==> src/rtl/sram_controller_pkg.sv <==
// Shared definitions for the MEM-stage SRAM controller: phase state
// encodings, data/counter widths and the common enable levels.
package sram_controller_pkg;

    localparam int LEN_SRAM_STATE = 2;
    localparam int LEN_SRAM_DATA  = 16;
    localparam int LEN_WAIT_CNT   = 4;

    localparam logic ENABLE  = 1'b1;
    localparam logic DISABLE = 1'b0;

    typedef enum logic [LEN_SRAM_STATE-1:0] {
        SRAM_IDLE = 2'd0,
        SRAM_LOW  = 2'd1,
        SRAM_HIGH = 2'd2,
        SRAM_DONE = 2'd3
    } sram_state_t;

endpackage

==> src/rtl/sram_wait_counter.sv <==
// Loadable down-counter that times one half-word phase. The same counter
// is reloaded at the start of each phase; zero marks the phase's last cycle.
module sram_wait_counter
    import sram_controller_pkg::*;
(
    input  logic                    clk,
    input  logic                    rst,
    input  logic                    load,
    input  logic [LEN_WAIT_CNT-1:0] load_value,
    input  logic                    count_en,
    output logic [LEN_WAIT_CNT-1:0] count,
    output logic                    zero
);

    // Load has priority; decrement stops at zero so the count never wraps.
    always_ff @(posedge clk or negedge rst) begin
        if (!rst) begin
            count <= '0;
        end else if (load) begin
            count <= load_value;
        end else if (count_en && (count != '0)) begin
            count <= count - 1'b1;
        end
    end

    assign zero = (count == '0);

endmodule

==> src/rtl/sram_controller.sv <==
// MEM-stage data-memory sequencer for a 16-bit asynchronous SRAM.
// Each 32-bit access runs as a low half-word phase then a high half-word
// phase, each WAIT_CYCLES long, with ready held low to freeze the pipeline.
// Optional feature: define SRAM_CTRL_RANGE_CHECK_EN to reject addresses
// outside the mapped window (adds the addr_error output).
module sram_controller
    import sram_controller_pkg::*;
#(
    parameter int BASE_ADDR   = 1024,
    parameter int SRAM_ADDR_W = 18,
    parameter int WAIT_CYCLES = 2,
    parameter int DEPTH_WORDS = 65536
) (
    input  logic                     clk,
    input  logic                     rst,
    input  logic                     rd_en,
    input  logic                     wr_en,
    input  logic [31:0]              address,
    input  logic [31:0]              write_data,
    output logic [31:0]              read_data,
    output logic                     ready,
    output logic [SRAM_ADDR_W-1:0]   sram_addr,
    output logic [LEN_SRAM_DATA-1:0] sram_dq_out,
    output logic                     sram_dq_oe,
    input  logic [LEN_SRAM_DATA-1:0] sram_dq_in,
    output logic                     sram_we_n
`ifdef SRAM_CTRL_RANGE_CHECK_EN
    ,
    output logic                     addr_error
`endif
);

    localparam logic [LEN_WAIT_CNT-1:0] WAIT_RELOAD = LEN_WAIT_CNT'(WAIT_CYCLES - 1);
    localparam logic [33:0]             SPAN_BYTES  = 34'(DEPTH_WORDS) << 2;

    sram_state_t state;
    sram_state_t state_next;

    logic                     request;
    logic [31:0]              offset;
    logic                     in_window;
    logic                     range_ok;
    logic                     accept;
    logic                     op_write;
    logic [SRAM_ADDR_W-2:0]   word_q;
    logic [31:0]              wdata_q;

    logic                     cnt_load;
    logic                     cnt_en;
    logic [LEN_WAIT_CNT-1:0]  wait_cnt;
    logic                     wait_zero;
    logic                     capture_lo;
    logic                     capture_hi;

    assign request = rd_en | wr_en;

    // Byte offset into the SRAM window; wraps modulo 2^32 below BASE_ADDR.
    assign offset    = address - 32'(BASE_ADDR);
    assign in_window = (address >= 32'(BASE_ADDR)) && ({2'b00, offset} < SPAN_BYTES);

`ifdef SRAM_CTRL_RANGE_CHECK_EN
    assign range_ok = in_window;
    logic offset_unused;
    assign offset_unused = ^{offset[1:0]};
`else
    // Without the check the address simply wraps within the SRAM.
    assign range_ok = ENABLE;
    logic offset_unused;
    assign offset_unused = ^{offset[1:0], offset[31:SRAM_ADDR_W+1], in_window};
`endif

    sram_wait_counter u_wait_counter (
        .clk        (clk),
        .rst        (rst),
        .load       (cnt_load),
        .load_value (WAIT_RELOAD),
        .count_en   (cnt_en),
        .count      (wait_cnt),
        .zero       (wait_zero)
    );

    // Phase state register.
    always_ff @(posedge clk or negedge rst) begin
        if (!rst) begin
            state <= SRAM_IDLE;
        end else begin
            state <= state_next;
        end
    end

    // Next-state sequencing, wait counter control and read capture strobes.
    always_comb begin
        state_next = state;
        accept     = DISABLE;
        cnt_load   = DISABLE;
        cnt_en     = DISABLE;
        capture_lo = DISABLE;
        capture_hi = DISABLE;
        case (state)
            SRAM_IDLE: begin
                if (request) begin
                    accept = ENABLE;
                    if (range_ok) begin
                        state_next = SRAM_LOW;
                        cnt_load   = ENABLE;
                    end else begin
                        state_next = SRAM_DONE;
                    end
                end
            end
            SRAM_LOW: begin
                if (wait_zero) begin
                    state_next = SRAM_HIGH;
                    cnt_load   = ENABLE;
                    capture_lo = ~op_write;
                end else begin
                    cnt_en = ENABLE;
                end
            end
            SRAM_HIGH: begin
                if (wait_zero) begin
                    state_next = SRAM_DONE;
                    capture_hi = ~op_write;
                end else begin
                    cnt_en = ENABLE;
                end
            end
            SRAM_DONE: begin
                // Any request still visible here belongs to the access just finished.
                state_next = SRAM_IDLE;
            end
            default: begin
                state_next = SRAM_IDLE;
            end
        endcase
    end

    // Operation type is latched on acceptance; a simultaneous write wins.
    always_ff @(posedge clk or negedge rst) begin
        if (!rst) begin
            op_write <= DISABLE;
        end else if (accept) begin
            op_write <= wr_en;
        end
    end

    // Address and store data are held for the phases; they need no reset
    // because the pads are only driven from them outside IDLE.
    always_ff @(posedge clk) begin
        if (accept) begin
            word_q  <= offset[SRAM_ADDR_W:2];
            wdata_q <= write_data;
        end
    end

    // Load data is assembled one half-word per phase on the phase's last cycle.
    always_ff @(posedge clk or negedge rst) begin
        if (!rst) begin
            read_data <= '0;
        end else begin
            if (capture_lo) begin
                read_data[15:0] <= sram_dq_in;
            end
            if (capture_hi) begin
                read_data[31:16] <= sram_dq_in;
            end
        end
    end

    // Pad drive decoded from the phase state; IDLE and DONE leave the bus quiet.
    always_comb begin
        sram_addr   = '0;
        sram_dq_out = '0;
        sram_dq_oe  = DISABLE;
        sram_we_n   = 1'b1;
        case (state)
            SRAM_LOW: begin
                sram_addr = {word_q, 1'b0};
                if (op_write) begin
                    sram_dq_out = wdata_q[15:0];
                    sram_dq_oe  = ENABLE;
                    sram_we_n   = 1'b0;
                end
            end
            SRAM_HIGH: begin
                sram_addr = {word_q, 1'b1};
                if (op_write) begin
                    sram_dq_out = wdata_q[31:16];
                    sram_dq_oe  = ENABLE;
                    sram_we_n   = 1'b0;
                end
            end
            default: begin
            end
        endcase
    end

    // Ready is combinational from the request so an idle pipeline never stalls.
    assign ready = ((state == SRAM_IDLE) && !request) || (state == SRAM_DONE);

`ifdef SRAM_CTRL_RANGE_CHECK_EN
    logic err_q;

    // Flag raised only for the DONE cycle of a rejected access.
    always_ff @(posedge clk or negedge rst) begin
        if (!rst) begin
            err_q <= DISABLE;
        end else begin
            err_q <= accept & ~range_ok;
        end
    end

    assign addr_error = err_q;
`endif

endmodule

==> config.mk <==
export PLATFORM = sky130hd
export DESIGN_NAME = sram_controller
export DESIGN_NICKNAME = d
export VERILOG_FILES = /design/src/rtl/sram_controller_pkg.sv /design/src/rtl/sram_wait_counter.sv /design/src/rtl/sram_controller.sv
export SDC_FILE = /design/constraint.sdc
export NUM_CORES = 1
export LEC_CHECK = 0
export ABC_AREA = 1
export CORE_MARGIN = 2
export CORE_UTILIZATION = 46
export CTS_CLUSTER_SIZE = 14
export DETAILED_ROUTE_END_ITERATION = 8
export GPL_TIMING_DRIVEN = 1
export PLACE_DENSITY = 0.85
export REMOVE_ABC_BUFFERS = 1
export SYNTH_ARGS = -nofsm -noshare
export SYNTH_HDL_FRONTEND = slang
export SYNTH_SLANG_ARGS = --single-unit
==> constraint.sdc <==
create_clock -name clk -period 4.8 [get_ports clk]
set_input_delay 0.72 -clock clk [delete_from_list [all_inputs] [get_ports clk]]
set_output_delay 0.72 -clock clk [all_outputs]
set_load 0.005 [all_outputs]
==> results of run 1 <==
==> per-stage QoR <==
step / instances / utilization / hold slack, ns / cell area (sq um)
after floorplan: 337 / - / 0.4244 / 3636
after global placement: 576 / 0.6571 / 0.4662 / 5130
after detailed placement: 576 / 0.6571 / 0.4690 / 5130
after CTS: 592 / 0.6841 / 0.4887 / 5341
after global routing: 592 / 0.6841 / 0.5157 / 5341
final: 592 / 0.6841 / 0.4816 / 5341
==> metal layers <==
metal  wire length (um)  share of wire  track usage  vias to the layer above
met5                  0              0            0                        -
met4                166          0.020      0.06401                        0
met3                487          0.059      0.04896                       11
met2               4292           0.52       0.3232                       94
met1               3282           0.40       0.2337                     1295
li1                   -              -            -                     1387
==> final timing paths <==
| check | start | to | slack, ns | cells after the start |
|---|---|---|---|---|
| min | rst | read_data[18] | 0.48 | 1 |
| max reg2reg | state[0] | read_data[24] | 2.48 | 4 |
| max in group asynchronous | rst | read_data[7] | 3.78 | 1 |
| min in group clk | read_data[20] | read_data[20] | 0.49 | 2 |
| max | state[0] | sram_addr[9] | 1.36 | 5 |
| min reg2reg | read_data[20] | read_data[20] | 0.49 | 2 |
==> power by group through the flow <==
stage,registers [mW],logic (mW),clock network [mW]
6_report,1.25,1.34,0.519
5_1_grt,1.28,1.48,0.568
2_1_floorplan,1.26,0.598,0
3_3_place_gp,1.25,1.30,0
4_1_cts,1.25,1.36,0.532
3_5_place_dp,1.26,1.35,0
==> logic make-up (layout without fill, tap and decap cells) <==
| kind of cell | Yosys count | after routing | synth area share |
|---|---|---|---|
| compound gates | 54 | 54 | 0.09130 |
| xor+xnor | 6 | 6 | 0.01405 |
| fa+ha+maj | 6 | 6 | 0.02007 |
| simple gates | 134 | 134 | 0.1431 |
| flops | 88 | 88 | 0.6542 |
| buf+inv | 62 | 202 | 0.07726 |
==> layout by cell type (no fill, tap or decap), drive strengths merged <==
cell type / instances
a21oi: 18
buf: 1
clkbuf: 13
clkdlybuf4s50: 136
clkinv: 2
dfrtp: 39
edfxtp: 49
ha: 6
inv: 50
nand2: 93
nand3: 6
nand4: 3
nor2: 32
o21ai: 36
xnor2: 2
xor2: 4
==> registers in the layout (all words and copies together), names as in the netlist <==
register,cells
op_write,1
read_data,32
state,2
u_wait_counter.count,4
wdata_q,32
word_q,17
==> layout make-up <==
cell class                      instances  area share
Inverter                               49     0.03443
Multi-Input combinational cell        200      0.1881
Sequential cell                        88      0.4582
Clock buffer                           13     0.03584
Clock inverter                          3    0.003748
Timing Repair Buffer                  137      0.2558
Tap cell                              102     0.02389
==> impl_metrics.yaml, run 1 <==
status:
  status: "complete, no violations"
clock_network:
  cts.sinks: 88
  htree_levels: 3
  clockBufferDepth: 2
  root_buffer: "clkbuf_8"
  cts_inserted_buffers: 9
  cts_resized: 0
  clk_pin_slew_ns: 0.09
  cts_hold_buf: 0
  post_cts_buffers: 0
  tritoncts: "done"
  clock_latency_ns: 0.34
synth:
  yosys.area.top_type_share: 0.3933
  synth_edf_count: 49
  synth-seq-cells: 88
  ys.flop_type: "edfxtp_1"
  yosysSeqAreaShare: 0.6542
  yosysMostFrequentCell: "nand2_1"
  synth-warning-count: 0
  synthTopCellsByCount: "90 x nand2_1, 49 x edfxtp_1, 49 x inv_1, 39 x dfrtp_1, 30 x nor2_1"
  syn_avg_cell_area_sq_um: 10.69
  netlist_area_sq_um: 3741
  yosysUniqueCellTypes: 20
  synth_cells: 350
  synth_top_area_cell: "edfxtp_1"
  synth.area.top_cells: "edfxtp_1 39%, dfrtp_1 26%, nand2_1 9.0%"
  async_flop_share: 0.4432
grt:
  first_global_vias: 2665
  grt_start_max_net_pins: 51
  antenna_found_initial: 0
  gr-total-overflow: 0
  grt_use_total: 0.1893
  grt_pass1_wl_um: 12700
placement:
  dp_slack_ns: 1.716
  place_congestion: 0.7761
  port_buffers: 137
  dp_hpwl_um: 5937
job:
  maxCapViolations: 0
setup_path:
  worstSetupEndpointType: "output pin"
  crit_family: "adder cells"
  crit_type: "reg2out"
  required_ns: 4.08
  crit_slowest_cell: "ha_1"
  start_kind: "flop"
  crit_chain: "inv_1 -> ha_1 -> o21ai_2 -> nor2_1 -> clkdlybuf4s50_1"
  timing.critical_path.buf_inv: 2
  cp_data_arrival_time_ns: 2.72
  path_max_fanout: 21
  cpPeakStageDelay_ns: 0.70
finish:
  fin_nets: 575
  seqCellArea_sq_um: 2447
  antenna_cells: 0
  layout-drive-gt1-share: 0.08367
  areaGrowthSynthToFinish_pct: 42.78
  num-fill-cells: 594
  multi_input_area_sq_um: 1005
timing:
  setup_viol: 0
  finClkSkew_ns: 0.008928
  finalCriticalPeriod_ns: 3.442
  hold_violations: 0
  timing.setup.tns_ns: 0
  final.setup.worst_slack_ns: 1.358
  fmax_ghz: 0.2905
  drv_slew: 0
  max_slew.worst_pin.slew_ns: 0.9969
  timing.final.crit_share: 0.7171
  rsz0062_at_grt: "no"
  max_slew_margin: 0.3344
die:
  die_x_um: 94.18
  start_util: 0.4792
  dieArea_sq_um: 8870
  design.core.area_sq_um: 7807
  dieHeight_um: 94.18
  io_pins: 153
  row_count: 32
pwr:
  swShare: 0.3361
  finalPower_mw: 3.102
  pwr-share-comb: 0.431
  powerDensity_nw_per_um2: 580.8
  p_int_mw: 2.059
  clock_power_share: 0.167
  p_seq_frac: 0.402
  max-vdd-ir-drop_mv: 0.2817
  switchingPower_mw: 1.043
  p_leak_nw: 2.266
routing:
  wl_per_cell_um: 13.90
  drt_iter0_markers: 119
  routed_via_density: 4.708
  wl_um: 8228
  drtAntennaViolNets: 0
  drc: 0
  first_pass_iters: 4
  vias: 2787
worst_hold_path:
  hp-class: "in2async"
Power figures use the tool's default switching activity.
==> inputs of run 2 (changes only) <==
--- a/config.mk
+++ b/config.mk
@@ -7,11 +7,11 @@
 export LEC_CHECK = 0
 export ABC_AREA = 1
 export CORE_MARGIN = 2
-export CORE_UTILIZATION = 46
+export CORE_UTILIZATION = 39
 export CTS_CLUSTER_SIZE = 14
 export DETAILED_ROUTE_END_ITERATION = 8
 export GPL_TIMING_DRIVEN = 1
-export PLACE_DENSITY = 0.85
+export PLACE_DENSITY = 0.77
 export REMOVE_ABC_BUFFERS = 1
 export SYNTH_ARGS = -nofsm -noshare
 export SYNTH_HDL_FRONTEND = slang
==> constraint.sdc (replaced) <==
create_clock -name clk -period 3.1 [get_ports clk]
set_input_delay 0.465 -clock clk [delete_from_list [all_inputs] [get_ports clk]]
set_output_delay 0.465 -clock clk [all_outputs]
set_load 0.005 [all_outputs]
==> run 2 against run 1 <==
  * Cell area grew 1.5%
  * Via count grew 1.2%
  * Critical path depth grew 1
  * First-iteration DRC count shrank 32%
  * Global-route usage shrank 2.2 points
  * Register-to-register slack lost 1.4 ns
  * Worst setup slack lost 1.1 ns
  * Die area grew 17%
  * Highest routed layer unchanged
==> impl_metrics.yaml, run 2 (synthesis gave the netlist of run 1 again) <==
status:
  status: "complete, no violations"
routing:
  vias: 2820
  first_pass_iters: 4
  drtAntennaViolNets: 0
  drc: 0
  wl_per_cell_um: 13.75
  drt_iter0_markers: 81
  routed_via_density: 4.519
  wl_um: 8582
setup_path:
  path_max_fanout: 12
  rr_startpoint: "state[0]"
  worstSetupEndpointType: "output pin"
  crit_type: "reg2out"
  required_ns: 2.63
  reg2reg_to: "read_data[25]"
  start_kind: "flop"
  rr_worst_depth: 5
  r2r_setup_slack_ns: 1.10
  cp_data_arrival_time_ns: 2.41
finish:
  fin_cells: 624
  num-fill-cells: 806
  areaGrowthSynthToFinish_pct: 44.95
  final_common_cell: "clkdlybuf4s50_1"
  final_cell_area_sq_um: 5423
  layout-drive-gt1-share: 0.09293
  mostFrequentLayoutCells: "136 x clkdlybuf4s50_1, 90 x nand2_1, 49 x edfxtp_1"
  largest_registers: "read_data x32, wdata_q x32, word_q x17"
  antenna_cells: 0
  fin_nets: 580
clock_network:
  clockBufferDepth: 2
  root_buffer: "clkbuf_8"
  htree_levels: 3
  post_cts_buffers: 0
  tritoncts: "done"
  cts_inserted_buffers: 9
  clk_pin_slew_ns: 0.09
  clock_latency_ns: 0.36
  cts_resized: 0
  cts_hold_buf: 0
  cts.sinks: 88
die:
  design.core.area_sq_um: 9284
  dieHeight_um: 101.9
  start_util: 0.4030
  die_x_um: 101.9
  dieArea_sq_um: 10390
  io_pins: 153
  row_count: 35
timing:
  drv_slew: 0
  fmax_ghz: 0.3481
  max_slew.worst_pin.slew_ns: 0.8649
  hold_violations: 0
  whs_ns: 0.2230
  timing.final.crit_share: 0.9267
  max_slew_margin: 0.4234
  finalCriticalPeriod_ns: 2.873
  setup_viol: 0
  rsz0062_at_grt: "no"
  timing.setup.tns_ns: 0
  finClkSkew_ns: 0.01464
grt:
  grt_start_max_net_pins: 40
  first_global_vias: 2772
  antenna_found_initial: 0
  grt_use_total: 0.1675
  grt_pass1_wl_um: 13410
  gr-total-overflow: 0
placement:
  place_congestion: 0.8228
  dp_hpwl_um: 6181
  placed_cells: 608
  port_buffers: 137
  place_area_sq_um: 5214
worst_hold_path:
  hp-class: "in2async"
pwr:
  powerDensity_nw_per_um2: 898.5
  p_leak_nw: 2.288
  finalPower_mw: 4.872
  max-vdd-ir-drop_mv: 0.4945
job:
  maxCapViolations: 0
-- run 2: cell types whose count changed in the layout (fill, tap and decap cells not counted), sizes merged --
cell and delta:
clkinvlp +1, clkinv -2, inv +2, clkbuf -1, buf +5
-- run 2: cell type report --
type	count	area [sq um]	area share
Clock buffer	12	177.7	0.03276
Clock inverter	4	31.28	0.005768
Inverter	49	183.9	0.03392
Multi-Input combinational cell	200	1005	0.1853
Sequential cell	88	2447	0.4513
Tap cell	129	161.4	0.02976
Timing Repair Buffer	142	1416	0.2612
-- run 2: worst max-delay path by stage --
| stage | from | to | slack, ns | cells past startpoint |
|---|---|---|---|---|
| 6_report | state[0] | sram_dq_out[2] | 0.23 | 6 |
| 4_1_cts | state[0] | sram_dq_out[2] | 0.20 | 6 |
| 2_1_floorplan | state[0] | wdata_q[0] | 0.94 | 4 |
| 5_1_grt | state[0] | sram_dq_out[2] | 0.09 | 6 |
| 3_3_place_gp | state[0] | sram_dq_out[14] | 0.65 | 6 |
| 3_5_place_dp | state[0] | sram_dq_out[2] | 0.61 | 6 |
-- run 2: worst max-delay path, cell delays in order, from the launching register on --
cell             delay (ns)
dfrtp_1                0.43
inv_1                  0.10
ha_1                   0.48
buf_4                  0.27
nand2_1                0.07
a21oi_1                0.17
clkdlybuf4s50_1        0.54
-- run 2: metrics by stage --
stage          setup WS, ns    util
6_report             0.2273  0.5841
5_1_grt             0.08536  0.5841
4_1_cts              0.2007  0.5841
3_5_place_dp         0.6055  0.5616
3_3_place_gp         0.6468  0.5616
2_1_floorplan        0.9355       -
-- run 2: power breakdown --
part / total (mW) / leakage [nW] / internal (mW) / switching, mW
clock network: 0.815 / 0.104 / 0.396 / 0.419
registers: 1.92 / 0.932 / 1.73 / 0.193
logic: 2.14 / 1.25 / 1.10 / 1.04
-- run 2: per-layer routing --
layer | wire, um | up-vias | share of wire | global-route usage
met4 | 160 | 0 | 0.019 | 0.05949
met3 | 427 | 11 | 0.050 | 0.03488
met2 | 4524 | 79 | 0.53 | 0.2971
li1 | - | 1397 | - | -
met5 | 0 | - | 0 | 0
met1 | 3469 | 1333 | 0.40 | 0.2024
